## src/rtl/led_flash_pkg.sv

```systemverilog
// led_flash_pkg: shared widths and pattern-mode encoding for the LED flasher.
package led_flash_pkg;
  localparam int COUNTER_W = 32;
  localparam int SPEED_W = 3;
  typedef enum logic [1:0] {
    MODE_OFF   = 2'd0,
    MODE_BLINK = 2'd1,
    MODE_CHASE = 2'd2,
    MODE_COUNT = 2'd3
  } mode_e;
endpackage

```

## src/rtl/led_tick_gen.sv

```systemverilog
// led_tick_gen: rising-edge detector on a selectable counter tap bit.
module led_tick_gen
  import led_flash_pkg::*;
#(
  parameter int TAP_BASE = 20
) (
  input  logic                 i_clk,
  input  logic                 i_reset,
  input  logic [COUNTER_W-1:0] i_counter,
  input  logic [SPEED_W-1:0]   i_speed,
  output logic                 o_tick
);
  logic [4:0]         tap;
  logic               sel;
  logic               r_bit_q;
  logic [SPEED_W-1:0] r_speed_q;
  // A speed change compares against a different bit, so that cycle's edge is not trusted.
  always_comb begin
    tap = 5'(TAP_BASE) + 5'(i_speed);
    sel = i_counter[tap];
    o_tick = sel & ~r_bit_q & (i_speed == r_speed_q);
  end
  always_ff @(posedge i_clk) begin
    if (i_reset) begin
      r_bit_q <= 1'b0;
      r_speed_q <= '0;
    end else begin
      r_bit_q <= sel;
      r_speed_q <= i_speed;
    end
  end
endmodule

```

## src/rtl/led_flash_ctrl.sv

```systemverilog
// led_flash_ctrl: drives an LED bank with off/blink/chase/count patterns paced by a counter tap.
module led_flash_ctrl
  import led_flash_pkg::*;
#(
  parameter int LED_W = 8,
  parameter int TAP_BASE = 20
) (
  input  logic                 i_clk,
  input  logic                 i_reset,
  input  logic [COUNTER_W-1:0] i_counter,
  input  logic [1:0]           i_mode,
  input  logic [SPEED_W-1:0]   i_speed,
  input  logic                 i_enable,
  output logic [LED_W-1:0]     o_led,
  output logic                 o_tick
);
  localparam logic [LED_W-1:0] ONE = LED_W'(1);
  logic             tick_c, load_c, adv_c;
  logic [LED_W-1:0] load_val, adv_val;
  mode_e            r_mode;
  led_tick_gen #(.TAP_BASE(TAP_BASE)) u_tick (
    .i_clk    (i_clk),
    .i_reset  (i_reset),
    .i_counter(i_counter),
    .i_speed  (i_speed),
    .o_tick   (tick_c)
  );
  // A mode change reloads the pattern and swallows any coincident advance.
  always_comb begin
    load_c = i_mode != r_mode;
    adv_c = tick_c & i_enable & ~load_c;
    load_val = i_mode == MODE_BLINK ? '1 : i_mode == MODE_CHASE ? ONE : '0;
    adv_val = r_mode == MODE_BLINK ? ~o_led :
              r_mode == MODE_CHASE ? {o_led[LED_W-2:0], o_led[LED_W-1]} :
              r_mode == MODE_COUNT ? o_led + ONE : '0;
  end
  always_ff @(posedge i_clk) begin
    if (i_reset) begin
      o_led <= '0;
      o_tick <= 1'b0;
      r_mode <= MODE_OFF;
    end else begin
      r_mode <= mode_e'(i_mode);
      o_tick <= adv_c;
      o_led <= load_c ? load_val : adv_c ? adv_val : o_led;
    end
  end
endmodule
```

## config.mk

```make
export PLATFORM = sky130hd
export DESIGN_NAME = led_flash_ctrl
export DESIGN_NICKNAME = d
export VERILOG_FILES = /design/src/rtl/led_flash_pkg.sv /design/src/rtl/led_tick_gen.sv /design/src/rtl/led_flash_ctrl.sv
export SDC_FILE = /design/constraint.sdc
export NUM_CORES = 1
export LEC_CHECK = 0
export CELL_PAD_IN_SITES_DETAIL_PLACEMENT = 0
export CELL_PAD_IN_SITES_GLOBAL_PLACEMENT = 1
export CORE_AREA = 3 3 68 70
export DETAILED_ROUTE_END_ITERATION = 6
export DIE_AREA = 0 0 71 73
export PLACE_DENSITY_LB_ADDON = 0.05
export SLEW_MARGIN = 20
export SYNTH_ARGS = -nofsm -noshare
export SYNTH_HDL_FRONTEND = slang
export SYNTH_HIERARCHICAL = 1
export SYNTH_SLANG_ARGS = --single-unit
```

## constraint.sdc

```tcl
create_clock -name i_clk -period 2.1 [get_ports i_clk]
set_input_delay 0.42 -clock i_clk [delete_from_list [all_inputs] [get_ports i_clk]]
set_output_delay 0.42 -clock i_clk [all_outputs]
set_load 0.05 [all_outputs]
```

======== Word-level counts from Yosys, hierarchy flattened ========
Cells that the tools add are included.
cells by class
  add/sub/neg operators ................... 2
  $lt $le $gt $ge ......................... 1
  equal/unequal tests ..................... 7
  multiplexer cells ....................... 9
  bitwise gates (word level) .............. 7
  reductions and logical operators ........ 1
operator list
  cell                                                                    count
  8-bit two-way mux                                                       6
  8-bit by 1-bit adder with 8-bit output (second input constant)          1
  8-bit inverter                                                          1
  2-bit equality test (second input constant)                             3
  5-bit by 6-bit < comparator with 1-bit output (second input constant)   1
  5-bit by 3-bit adder with 5-bit output (first input constant)           1
  1-bit binary-select mux with 5-bit select                               1
  1-bit bitwise AND                                                       4
  2-bit by 1-bit equality test with 1-bit output (second input constant)  2
  3-bit equality test                                                     1
  1-bit two-way mux                                                       2
  2-bit != test                                                           1
  1-bit inverter                                                          2
  2-bit nonzero test                                                      1
storage, ports and cells
  flip-flop bits (word level) ............. 15
  input port bits ......................... 40
  output and inout bits ................... 9

======== Longest topological paths before layout ========
  depth in word-level cells ............... 9
  gate-level depth with buffers ........... 9
  depth with buffers taken out ............ 7

======== Modules after synthesis ========
Netlist, hierarchy kept.
by module, submodules not included
  module          times used  cells an instance  area each (um^2)  seq. area each (um^2)
  led_flash_ctrl  1           106                800.8             220.2
  led_tick_gen    1           19                 219.0             80.1

======== Least setup slack after synthesis ========
Ideal clock, no wire load.
  path kind ............................... input port to flip-flop
  from .................................... input port i_speed[0]
  to ...................................... register o_led[5]
  library setup time ...................... 0.128 ns
  arrival time ............................ 2.011 ns
  required time ........................... 1.972 ns
  slack ................................... -0.039 ns
  stages on the path ...................... 9
  buffers on the path ..................... 2
  path through ............................ buf_6 > mux2i_1 > mux4_2 > nor4_2 > and2_1 > buf_2 > nand2_1 > a221oi_1 > a211oi_1
on the way
  word-level cells in the longest chain between the ends .. 8
ends and longest elaborated chain
  element                                    line                  source
  start: declaration                         led_flash_ctrl.sv:12  input logic [SPEED_W-1:0] i_speed,
  5-bit by 3-bit adder with 5-bit output     led_tick_gen.sv:19    tap = 5'(TAP_BASE) + 5'(i_speed);
  1-bit binary-select mux with 5-bit select  led_tick_gen.sv:20    sel = i_counter[tap];
  1-bit two-way mux (not written as such)    led_tick_gen.sv:20
  1-bit bitwise AND                          led_tick_gen.sv:21    o_tick = sel & ~r_bit_q & (i_speed == r_speed_q);
  1-bit bitwise AND *                        led_tick_gen.sv:21
  net tick_c                                 led_flash_ctrl.sv:18  logic tick_c, load_c, adv_c;
  1-bit bitwise AND * (2 in a row)           led_flash_ctrl.sv:31  adv_c = tick_c & i_enable & ~load_c;
  2-bit nonzero test (no source line) *      n/a
  end signal: assignment                     led_flash_ctrl.sv:45  o_led <= load_c ? load_val : adv_c ? adv_val : o_led;
  end: declaration                           led_flash_ctrl.sv:14  output logic [LED_W-1:0] o_led,
Mark *: on every way through the listed nets, which the timed path passes. The rest lies on a longest branch. The select of a mux whose other input is x is not followed.
A chain may end at the register's enable or synchronous reset.

======== Worst setup path after layout ========
  from .................................... input port i_speed[0]
  to ...................................... register o_led[2]
The elaborated chain is that of the path after synthesis.

==> impl_results.md <==
- Peak Freq: ~0.5 GHz
- Critical path class: input pin to flop
- Outcome: completed
- DRC: 0
- Commonest non-fill, non-tap cells in the layout: buf_4, nand2_1, dfxtp_1
- Clock buffer depth: 2
- Core area: approximately 4000 um2
- Synth cell types: 37
- Finished Layout Cells: approximately 220
- Row cnt: 23
- Hpwl dp: 2.36 mm
- Setup_tns: 0 ps
- CTS H-Tree Depth: 1
- Slowest-stage cell, CP: mux4_2
- R2r startpoint: r_mode[0]$_SDFF_PP0_
- Filler Cell Count: 437
- Final Util: ~37%
- Area Overhead vs Synth: 45.4%
- Worst-Margin Slew: 549 ps
- Clk_skew: 3.06 ps
- Ports: 49
- Largest net degree at the start of global routing: 14
- Vias in the first global route: 1076
- Placer Congestion: 0.742
- Placement Cell Area: 1410 um2
- Worst VDD drop: 0.210 mV
- Die area: 5180 um2
- Worst path max stage delay: 500 ps
- Total of max-cap violations: 0
- Pleak: 0.586 nW
- Worst path arrival time: roughly 2200 ps
- Slew HR: 63.3%
- Final hold vios: 0
- Crit Path Max Fanout: 8
- ANT cells: 0
- Fin nets: 208
- Synth Area per Inst: 8.16 um2
- Synthesis Warnings: 6
- GR Overflow Total: 0
- Initial Utilization: 25.3%
- Number of routed nets with antenna violations: 0
- Worst Hold Class: input pin to flop
- Min Tclk post-route: ~2000 ps
- CP Launch Type: input pin
- TritonCTS clock tree: done
- Reg clk slew, reported paths: roughly 70 ps
- Vias: just over 1000
- IO buf count: 24
- Seq/Total Area, Yosys: 29.4%
- Yosys reg bits: 15
- Finish-stage setup viols: 0
- Final instance area: between 1000 and 1500 um2
- CTS Sinks: 15
- Chip width: 71 um
- Most common cell after layout, fill and taps aside: buf_4
- WL final: between 3 and 4 mm
- CP cell instances: buf_4 -> mux2i_1 -> mux4_2 -> nor4_4 -> and2_4 -> mux2i_2 -> a31o_1 -> a21oi_2
- Net Count, Synth: 167
- Hold Startpoint: i_speed[2]
- Initial antenna violation count: 0
- First-pass GRT wire length: 5.24 mm
- Gr usage total: 12.4%
- Crit path required time: ~2300 ps
- Final Cycle Share: 95.5%
- Final Slew Violations: 0
- Critical Path Source: i_speed[0]
- 1st-pass router iterations: 4
- PwrDens: approximately 570 nW/um2
- Via-per-instance ratio: 4.76
- Drt initial violations: 26
- Placed instance count: between 200 and 250
- Root Buffer: clkbuf_8
- Die Span Y: around 73 um
- Syn Inst Count: 125
- Critical path endpoint category: flop
- Clk_lat worst skew: 250 ps
- CTS Buf Count: 3
- Layout cells sized above 1: 24.2%
- Mapped Area: 1020 um2
- Per-cell routed wire length: 14.1 um
cell type report:
type	instances	area (um2)	area share (%)
multi-input cells	99	684	46.2
repair buffers	44	379	25.6
inverters	3	11.3	0.759
flip-flops and latches	15	300	20.3
well taps	50	62.6	4.22
clock buffers	4	45.0	3.04
cell usage after synthesis (all sizes together):
cell | number | area, um2
nand2 | 19 | 71.3
nand3b | 1 | 7.51
a221oi | 1 | 8.76
o31ai | 1 | 7.51
and4b | 1 | 10.0
nor2b | 6 | 37.5
a41oi | 1 | 8.76
and4 | 1 | 8.76
ha | 2 | 25.0
a211oi | 5 | 37.5
o211ai | 1 | 7.51
a21oi | 7 | 38.8
buf | 8 | 65.1
o21bai | 1 | 11.3
nand4 | 1 | 6.26
a32o | 1 | 10.0
inv | 3 | 11.3
xor2 | 1 | 8.76
nand2b | 3 | 18.8
and2 | 2 | 12.5
o221ai | 1 | 8.76
o21ai | 8 | 40.0
nand3 | 5 | 25.0
nor4 | 1 | 12.5
nor2 | 11 | 41.3
mux4 | 1 | 22.5
xnor2 | 6 | 67.6
dfxtp | 15 | 300
nor3 | 2 | 10.0
a31oi | 2 | 12.5
a21o | 1 | 7.51
mux2i | 5 | 50.1
a31o | 1 | 8.76
sequential cells by signal, summed over array words and instances (netlist names):
register,count
u_tick/r_bit_q,1
o_led,8
r_mode,2
u_tick/r_speed_q,3
o_tick,1
what timing repair did:
| action | 4_1_cts | 5_1_grt |
|---|---|---|
| setup buffers | 1 | 0 |
| resized for setup | 19 | 11 |
| pin swaps | 5 | 4 |
| hold buffers | 0 | 0 |
| endpoints found under the setup margin | 9 | 6 |
critical path: cells and delay by family:
| family | cells | cell delay, ps |
|---|---|---|
| AO/OA/AOI/OAI | 2 | 320 |
| AND/OR/NAND/NOR | 2 | 590 |
| buffers and inverters | 1 | 140 |
| multiplexers | 3 | 720 |
power by group:
group | switching [W] | total, W | internal [W]
Sequential | 0.0000198 | 0.000325 | 0.000305
Clock | 0.000106 | 0.000240 | 0.000134
Combinational | 0.000154 | 0.000276 | 0.000122
Total | 0.000279 | 0.000841 | 0.000562
final timing paths:
check | end | slack, ps | cells past startpoint
setup / recovery | o_led[2]$_SDFFE_PP0P_ | 90 | 8
hold / removal | u_tick/r_speed_q[2]$_SDFF_PP0_ | 550 | 3
setup reg to reg | o_led[2]$_SDFFE_PP0P_ | 330 | 5
hold reg to reg | o_led[5]$_SDFFE_PP0P_ | 560 | 2
cell families (layout without fill, tap and decap cells):
kind of cell / after synthesis / in the layout / share of synthesized area (%)
xor+xnor: 7 / 7 / 7.48
flops: 15 / 15 / 29.4
mux: 6 / 6 / 7.12
fa+ha+maj: 2 / 2 / 2.45
compound gates: 31 / 31 / 20.4
buf+inv: 11 / 51 / 7.48
simple gates: 53 / 53 / 25.6
routing by layer:
metal	global-route usage, %	part of all wire (%)
met4	3.34	0.43
met1	15.1	43
met3	2.07	3.5
met5	0	0
met2	22.7	53
metrics by stage:
stage	worst slack [ps]	hold slack (ps)	total power [W]
floorplan	-6.16	482	0.000493
global placement	-685	553	0.000606
detailed placement	-743	545	0.000604
CTS	65.0	557	0.000844
global route	-1.57	577	0.000890
finish	94.4	553	0.000841
Power figures use the tool's default switching activity.
